### src/rtl/cpu_pkg.sv
// Shared definitions for the 8-bit CPU: default bus widths and the fetch FSM encoding.
package cpu_pkg;

    localparam int CPU_AW = 6;
    localparam int CPU_DW = 8;

    typedef enum logic [1:0] {
        IDLE  = 2'd0,
        SETUP = 2'd1,
        READ  = 2'd2,
        VALID = 2'd3
    } fetch_state_t;

endpackage

### src/rtl/fetch_pc.sv
// Program counter: async reset to RESET_PC, jump load beats increment, wraps modulo 2^AW.
module fetch_pc #(
    parameter int AW       = 6,
    parameter int RESET_PC = 0
) (
    input  logic          clk,
    input  logic          rst_n,
    input  logic          load,
    input  logic [AW-1:0] load_addr,
    input  logic          inc,
    output logic [AW-1:0] pc
);

    always_ff @(posedge clk or negedge rst_n) begin
        if (!rst_n) begin
            pc <= AW'(RESET_PC);
        end else if (load) begin
            pc <= load_addr;
        end else if (inc) begin
            pc <= pc + AW'(1);
        end
    end

endmodule

### src/rtl/instr_fetch.sv
// Instruction fetch controller: sequences program-RAM strobes, captures bytes into a
// one-entry instruction register and hands them to the decoder over valid/ready.
module instr_fetch
    import cpu_pkg::*;
#(
    parameter int AW       = CPU_AW,
    parameter int DW       = CPU_DW,
    parameter int RESET_PC = 0
) (
    input  logic          clk,
    input  logic          rst_n,
    input  logic          run,
    output logic [AW-1:0] mem_addr,
    output logic          mem_read,
    output logic          mem_ena,
    input  logic [DW-1:0] mem_data,
    output logic          out_valid,
    input  logic          out_ready,
    output logic [DW-1:0] out_instr,
    output logic [AW-1:0] out_pc,
    input  logic          jmp_valid,
    input  logic [AW-1:0] jmp_addr
);

    fetch_state_t state;
    fetch_state_t next_state;
    logic [AW-1:0] pc;
    logic          handshake;
    logic          read_next;

    assign handshake = out_valid && out_ready;

    fetch_pc #(
        .AW       (AW),
        .RESET_PC (RESET_PC)
    ) u_pc (
        .clk       (clk),
        .rst_n     (rst_n),
        .load      (jmp_valid),
        .load_addr (jmp_addr),
        .inc       (state == READ),
        .pc        (pc)
    );

    // The PC only changes at the edge ending READ or on a jump, so it doubles as the RAM address.
    assign mem_addr = pc;

    always_ff @(posedge clk or negedge rst_n) begin
        if (!rst_n) begin
            state <= IDLE;
        end else begin
            state <= next_state;
        end
    end

    always_comb begin
        next_state = state;
        case (state)
            IDLE:    if (run) next_state = SETUP;
            SETUP:   next_state = READ;
            READ:    next_state = VALID;
            VALID:   if (handshake) next_state = run ? SETUP : IDLE;
            default: next_state = IDLE;
        endcase
        if (jmp_valid) begin
            next_state = run ? SETUP : IDLE;
        end
    end

    always_comb begin
        read_next = (next_state == READ);
    end

    // Strobes come straight from flops so reset forces them idle without an ena=0 glitch.
    always_ff @(posedge clk or negedge rst_n) begin
        if (!rst_n) begin
            mem_read <= 1'b0;
            mem_ena  <= 1'b1;
        end else begin
            mem_read <= read_next;
            mem_ena  <= !read_next;
        end
    end

    always_ff @(posedge clk or negedge rst_n) begin
        if (!rst_n) begin
            out_valid <= 1'b0;
            out_instr <= '0;
            out_pc    <= '0;
        end else if (jmp_valid) begin
            out_valid <= 1'b0;
        end else if (state == READ) begin
            out_valid <= 1'b1;
            out_instr <= mem_data;
            out_pc    <= pc;
        end else if (handshake) begin
            out_valid <= 1'b0;
        end
    end

endmodule
### config.mk
export PLATFORM = sky130hd
export DESIGN_NAME = instr_fetch
export DESIGN_NICKNAME = d
export VERILOG_FILES = /design/src/rtl/cpu_pkg.sv /design/src/rtl/fetch_pc.sv /design/src/rtl/instr_fetch.sv
export SDC_FILE = /design/constraint.sdc
export NUM_CORES = 1
export LEC_CHECK = 0
export CORE_ASPECT_RATIO = 1.1
export CORE_MARGIN = 3
export CORE_UTILIZATION = 43
export DETAILED_ROUTE_END_ITERATION = 6
export PLACE_DENSITY = 0.82
export SYNTH_ARGS = -nofsm -noshare
export SYNTH_HDL_FRONTEND = slang
export SYNTH_SLANG_ARGS = --single-unit
### constraint.sdc
create_clock -name clk -period 1.8 [get_ports clk]
set_input_delay 0.54 -clock clk [delete_from_list [all_inputs] [get_ports clk]]
set_output_delay 0.54 -clock clk [all_outputs]
set_load 0.005 [all_outputs]
# [Word level (Yosys, flattened, before mapping)]
# Cells that the tools add are included.
[word_totals] regBits=25 inputBits=19 word_cells=29
[classes] n_addsub=1 n_bitwise=1 n_eq_ne=4 muxes=10 reduce_logical=6
[op_table] cell="two-way mux 6 bit" n=2
[op_table] cell="one-hot mux 2 bit (4 select lines)" n=1
[op_table] cell="adder 6 x 1 -> 6 bit, second input constant" n=1
[op_table] cell="== test 2 bit, second input constant" n=3
[op_table] cell="two-way mux 2 bit" n=3
[op_table] cell="two-way mux 1 bit" n=4
[op_table] cell="nonzero test 3 bit" n=1
[op_table] cell="== test 2 x 1 -> 1 bit, second input constant" n=1
[op_table] cell="logical NOT 2 bit" n=1
[op_table] cell="AND reduction 2 bit" n=1
[op_table] cell="nonzero test 2 bit" n=1
[op_table] cell="logical AND 1 bit" n=1
[op_table] cell="logical NOT 1 bit" n=1
[op_table] cell="inverter 1 bit" n=1

# [Logic depth before layout (Yosys ltp)]
[depth] ltp_word=6 depth_mapped=5 ltp_nobuf=4

# [Cells and area by module]
# A second synthesis with hierarchy kept.
[hier_totals] cells_unflattened=80 area_unflattened_um2=1069.8
[by_module_without_submodules] mod="instr_fetch" cells_each=46 seq_area_each_um2=476.7 area_per_inst_um2=743.2 instances=1
[by_module_without_submodules] mod="fetch_pc" cells_each=34 seq_area_each_um2=150.1 area_per_inst_um2=326.6 instances=1

# [Worst setup path before layout]
# OpenSTA, ideal clock, no wires.
[synth_path] kind="reg2reg" start="reg state[0]" end="reg out_instr[0]" stages_incl_launch_ff=5 t_arrival_ns=1.190 period_less_slack_ns=1.315 slack_ns=0.485 cell_sequence="dfrtp_1 -> nand2b_4 -> nor2_4 -> buf_6 -> mux2_4"
[synth_via] elab_chain_cells=2
[synth_lines] item="from (decl)" line="instr_fetch.sv:25" rtl="fetch_state_t state;"
[synth_lines] item="from (signal assigned)" line="instr_fetch.sv:52" rtl="state <= next_state;"
[synth_lines] item="== test 2 bit" line="instr_fetch.sv:92" rtl="end else if (state == READ) begin"
[synth_lines] item="AND reduction 2 bit (no line)"
[synth_lines] item="to (signal assigned)" line="instr_fetch.sv:94" rtl="out_instr <= mem_data;"
[synth_lines] item="to (decl)" line="instr_fetch.sv:19" rtl="output logic [DW-1:0] out_instr,"
# No other way between the ends.
# A chain may end at the register's enable or synchronous reset.

# [Final worst setup path]
[layout_path] start="reg u_pc.pc[4]" end="out mem_addr[4]"
[layout_rtl] item="from (decl)" line="fetch_pc.sv:11" rtl="output logic [AW-1:0] pc"
[layout_rtl] item="from (signal assigned)" line="fetch_pc.sv:16" rtl="pc <= AW'(RESET_PC);"
[layout_rtl] item="from (signal assigned)" line="fetch_pc.sv:18" rtl="pc <= load_addr;"
[layout_rtl] item="from (signal assigned)" line="fetch_pc.sv:20" rtl="pc <= pc + AW'(1);"
[layout_rtl] item="to (decl)" line="instr_fetch.sv:13" rtl="output logic [AW-1:0] mem_addr,"
# No word-level cell between the ends.

==> summary.txt <==
Outcome
  • Status: complete, no violations

Critical path
  • Crit. End Element: output port
  • WP data required: 1.26 ns
  • Arr. time, crit path: 1.21 ns
  • Slowest cell on crit path: clkdlybuf4s50_1
  • Worst-path fanout max: 2
  • Crit-path max cell delay: 0.51 ns
  • CP startpoint kind: flip-flop
  • Crit Path Class: reg2out
  • CP Cell Sequence: clkdlybuf4s50_1
  • Crit path max-delay family: buffers and inverters
  • CP Buf/Inv Count: 1

CTS
  • Clk_lat worst skew: 0.33 ns
  • Clk sinks: 25
  • Clock Tree Buf Depth: 2
  • CTS Root Cell: clkbuf_4
  • Clock slew at reported path FFs: 0.15 ns
  • TritonCTS buffer count: 3
  • H-tree depth: 1
  • CTS tree: yes

Synthesis
  • EDFF count, synth: 0
  • Syn Inst Count: 86
  • Synth Flop Type: dfrtp_1
  • Mapped Area: 1120 um^2
  • FF+latch count, synth: 25
  • Post-synth ARST share: 100%
  • Synth Net Count: 106
  • Synth area leaders: dfrtp_1 54%, mux2_4 13%, mux2_2 4.0%, dfstp_2 2.4%, o21ai_0 2.2%
  • Most common cell in the netlist: dfrtp_1
  • Post-synth top area cell: dfrtp_1
  • Post-synthesis sequential area ratio: 56.2%
  • Synth cell types: 32
  • Most frequent cells after synthesis: 24 x dfrtp_1, 10 x mux2_4, 6 x nand2_1
  • Ys Warns: 0
  • Syn_area_per_cell: 13.0 um^2
  • Synth top area share: 53.8%

Placement
  • Area after DPL: 1600 um^2
  • Hpwl dp: 1840 um
  • Port bufs: 41
  • Routability cong.: 0.781
  • Placed cells: 160

STA
  • Clk_skew: 0.00735 ns
  • Max-slew violation count: 0
  • Hold Fails Final Rpt: 0
  • Fin crit share: 97.2%
  • Worst slew margin: 78.3%
  • Final Setup Violations: 0
  • Tmin final: 1.75 ns
  • Least-Margin Pin Slew: 0.325 ns
  • Highest Clock Rate: 0.572 GHz

Power
  • Power per standard cell area: 960 nW/um^2
  • PnR Total Power: 1.66 mW
  • Lkg Pwr: 0.864 nW
  • Peak VDD IR: 722 uV

Global route
  • Total gr overflow: 0
  • First-pass GRT wire length: 4000 um
  • Vias in the first global route: 921
  • Initial antenna violation count: 0
  • Tot GR Track Use: 17.0%
  • Largest net degree at the start of global routing: 17

Route
  • Starting DRT DRC Count: 19
  • Routed Antenna Nets: 0
  • DR WL/cell: 15.0 um
  • Wirelength, routed: 2610 um
  • Vias per inst: 5.15
  • 1st-pass router iterations: 4
  • Vias after detailed routing: 896
  • DR DRC count: 0

Job
  • Maxcap violations: 0

Floorplanning
  • Die Y: 59.4 um
  • Die area: 3240 um^2
  • Core region area: 2360 um^2
  • Die X: 54.6 um
  • I/O pin count: 42
  • Effective utilization at floorplan: 47.2%
  • Rows: 18

Layout
  • Area delta synth->final: 55.2%
  • Fin cells: 174
  • Final-stage net count: 165
  • Share of layout cells above drive strength 1: 27.1%
  • # diodes: 0
  • Final Cell Area: 1730 um^2

Min path
  • Min-Delay Path Class: in2async
[final timing paths]
check                                  start            to  cells after the start  slack, ns
worst min register to register  out_instr[5]  out_instr[5]                      1       0.53
worst max register to register      state[0]     out_pc[1]                      4       0.41
min in group clk                out_instr[5]  out_instr[5]                      1       0.53
worst min-delay path                   rst_n  out_instr[0]                      2       0.50
worst max-delay path              u_pc.pc[4]   mem_addr[4]                      1       0.05
max in group asynchronous              rst_n       mem_ena                      2       1.00
[through the flow]
stage	hold slack, ns	setup slack (ns)	util (%)	setup TNS [ns]
2_1_floorplan	0.244	0.485	-	0
3_3_place_gp	0.490	-0.00388	67.6	-0.0113
3_5_place_dp	0.496	-0.0404	67.6	-0.329
4_1_cts	0.505	0.00261	70.5	0
5_1_grt	0.497	-0.00200	73.2	-0.00346
6_report	0.498	0.0508	73.2	0
[repair_timing]
action / CTS / global route
gates resized for setup: 4 / 11
setup endpoints to repair: 7 / 13
buffers inserted: 5 / 5
hold endpoints to repair: 0 / 0
hold buffers: 0 / 0
[area by class of cell]
cell class / count / area, um^2
Inverter: 3 / 11.3
Clock inverter: 1 / 7.51
Fill cell: 175 / 633
Sequential cell: 25 / 629
Clock buffer: 3 / 22.5
Timing Repair Buffer: 57 / 568
Multi-Input combinational cell: 55 / 455
Tap cell: 30 / 37.5
[metal layers]
metal / share of wire (%) / wire [um] / up-vias / global-route usage (%)
met1: 41 / 1070 / 427 / 20.7
li1: - / - / 419 / -
met3: 9.6 / 250 / 2 / 5.04
met2: 49 / 1270 / 48 / 28.0
met4: 0.42 / 11 / 0 / 6.41
met5: 0 / 0 / - / 0
[where the power goes]
| part | internal (mW) | total, mW | switching (mW) |
|---|---|---|---|
| clock | 0.0850 | 0.263 | 0.178 |
| sequential | 0.694 | 0.770 | 0.0762 |
| combinational | 0.444 | 0.629 | 0.185 |
[flip-flops by register name, summed over array words and instances (netlist names)]
| name | count |
|---|---|
| mem_ena | 1 |
| mem_read | 1 |
| out_instr | 8 |
| out_pc | 6 |
| out_valid | 1 |
| state | 2 |
| u_pc.pc | 6 |
[placed cells by master (no fill, tap or decap), types with 2 or more instances in the layout]
master / n
dfrtp_2: 2
clkbuf_4: 3
nand3_1: 4
mux2_2: 4
dlymetal6s2s_1: 11
o21ai_0: 5
nor2_1: 3
dfrtp_1: 22
nand4_1: 2
inv_1: 3
dlygate4sd2_1: 2
mux2_4: 10
a21oi_1: 3
buf_4: 15
clkdlybuf4s50_1: 28
nand2_1: 6
[cells by family after synthesis]
group / Yosys count / synth area share, %
AOI/OAI and AO/OA: 12 / 6.17
xor gates and xnor gates: 2 / 1.57
adders and majority gates: 1 / 1.12
buffers and inverters: 6 / 3.03
DFF: 25 / 56.2
muxes: 15 / 18.4
and+or+nand+nor: 25 / 13.6
(Power assumes the default switching activity.)
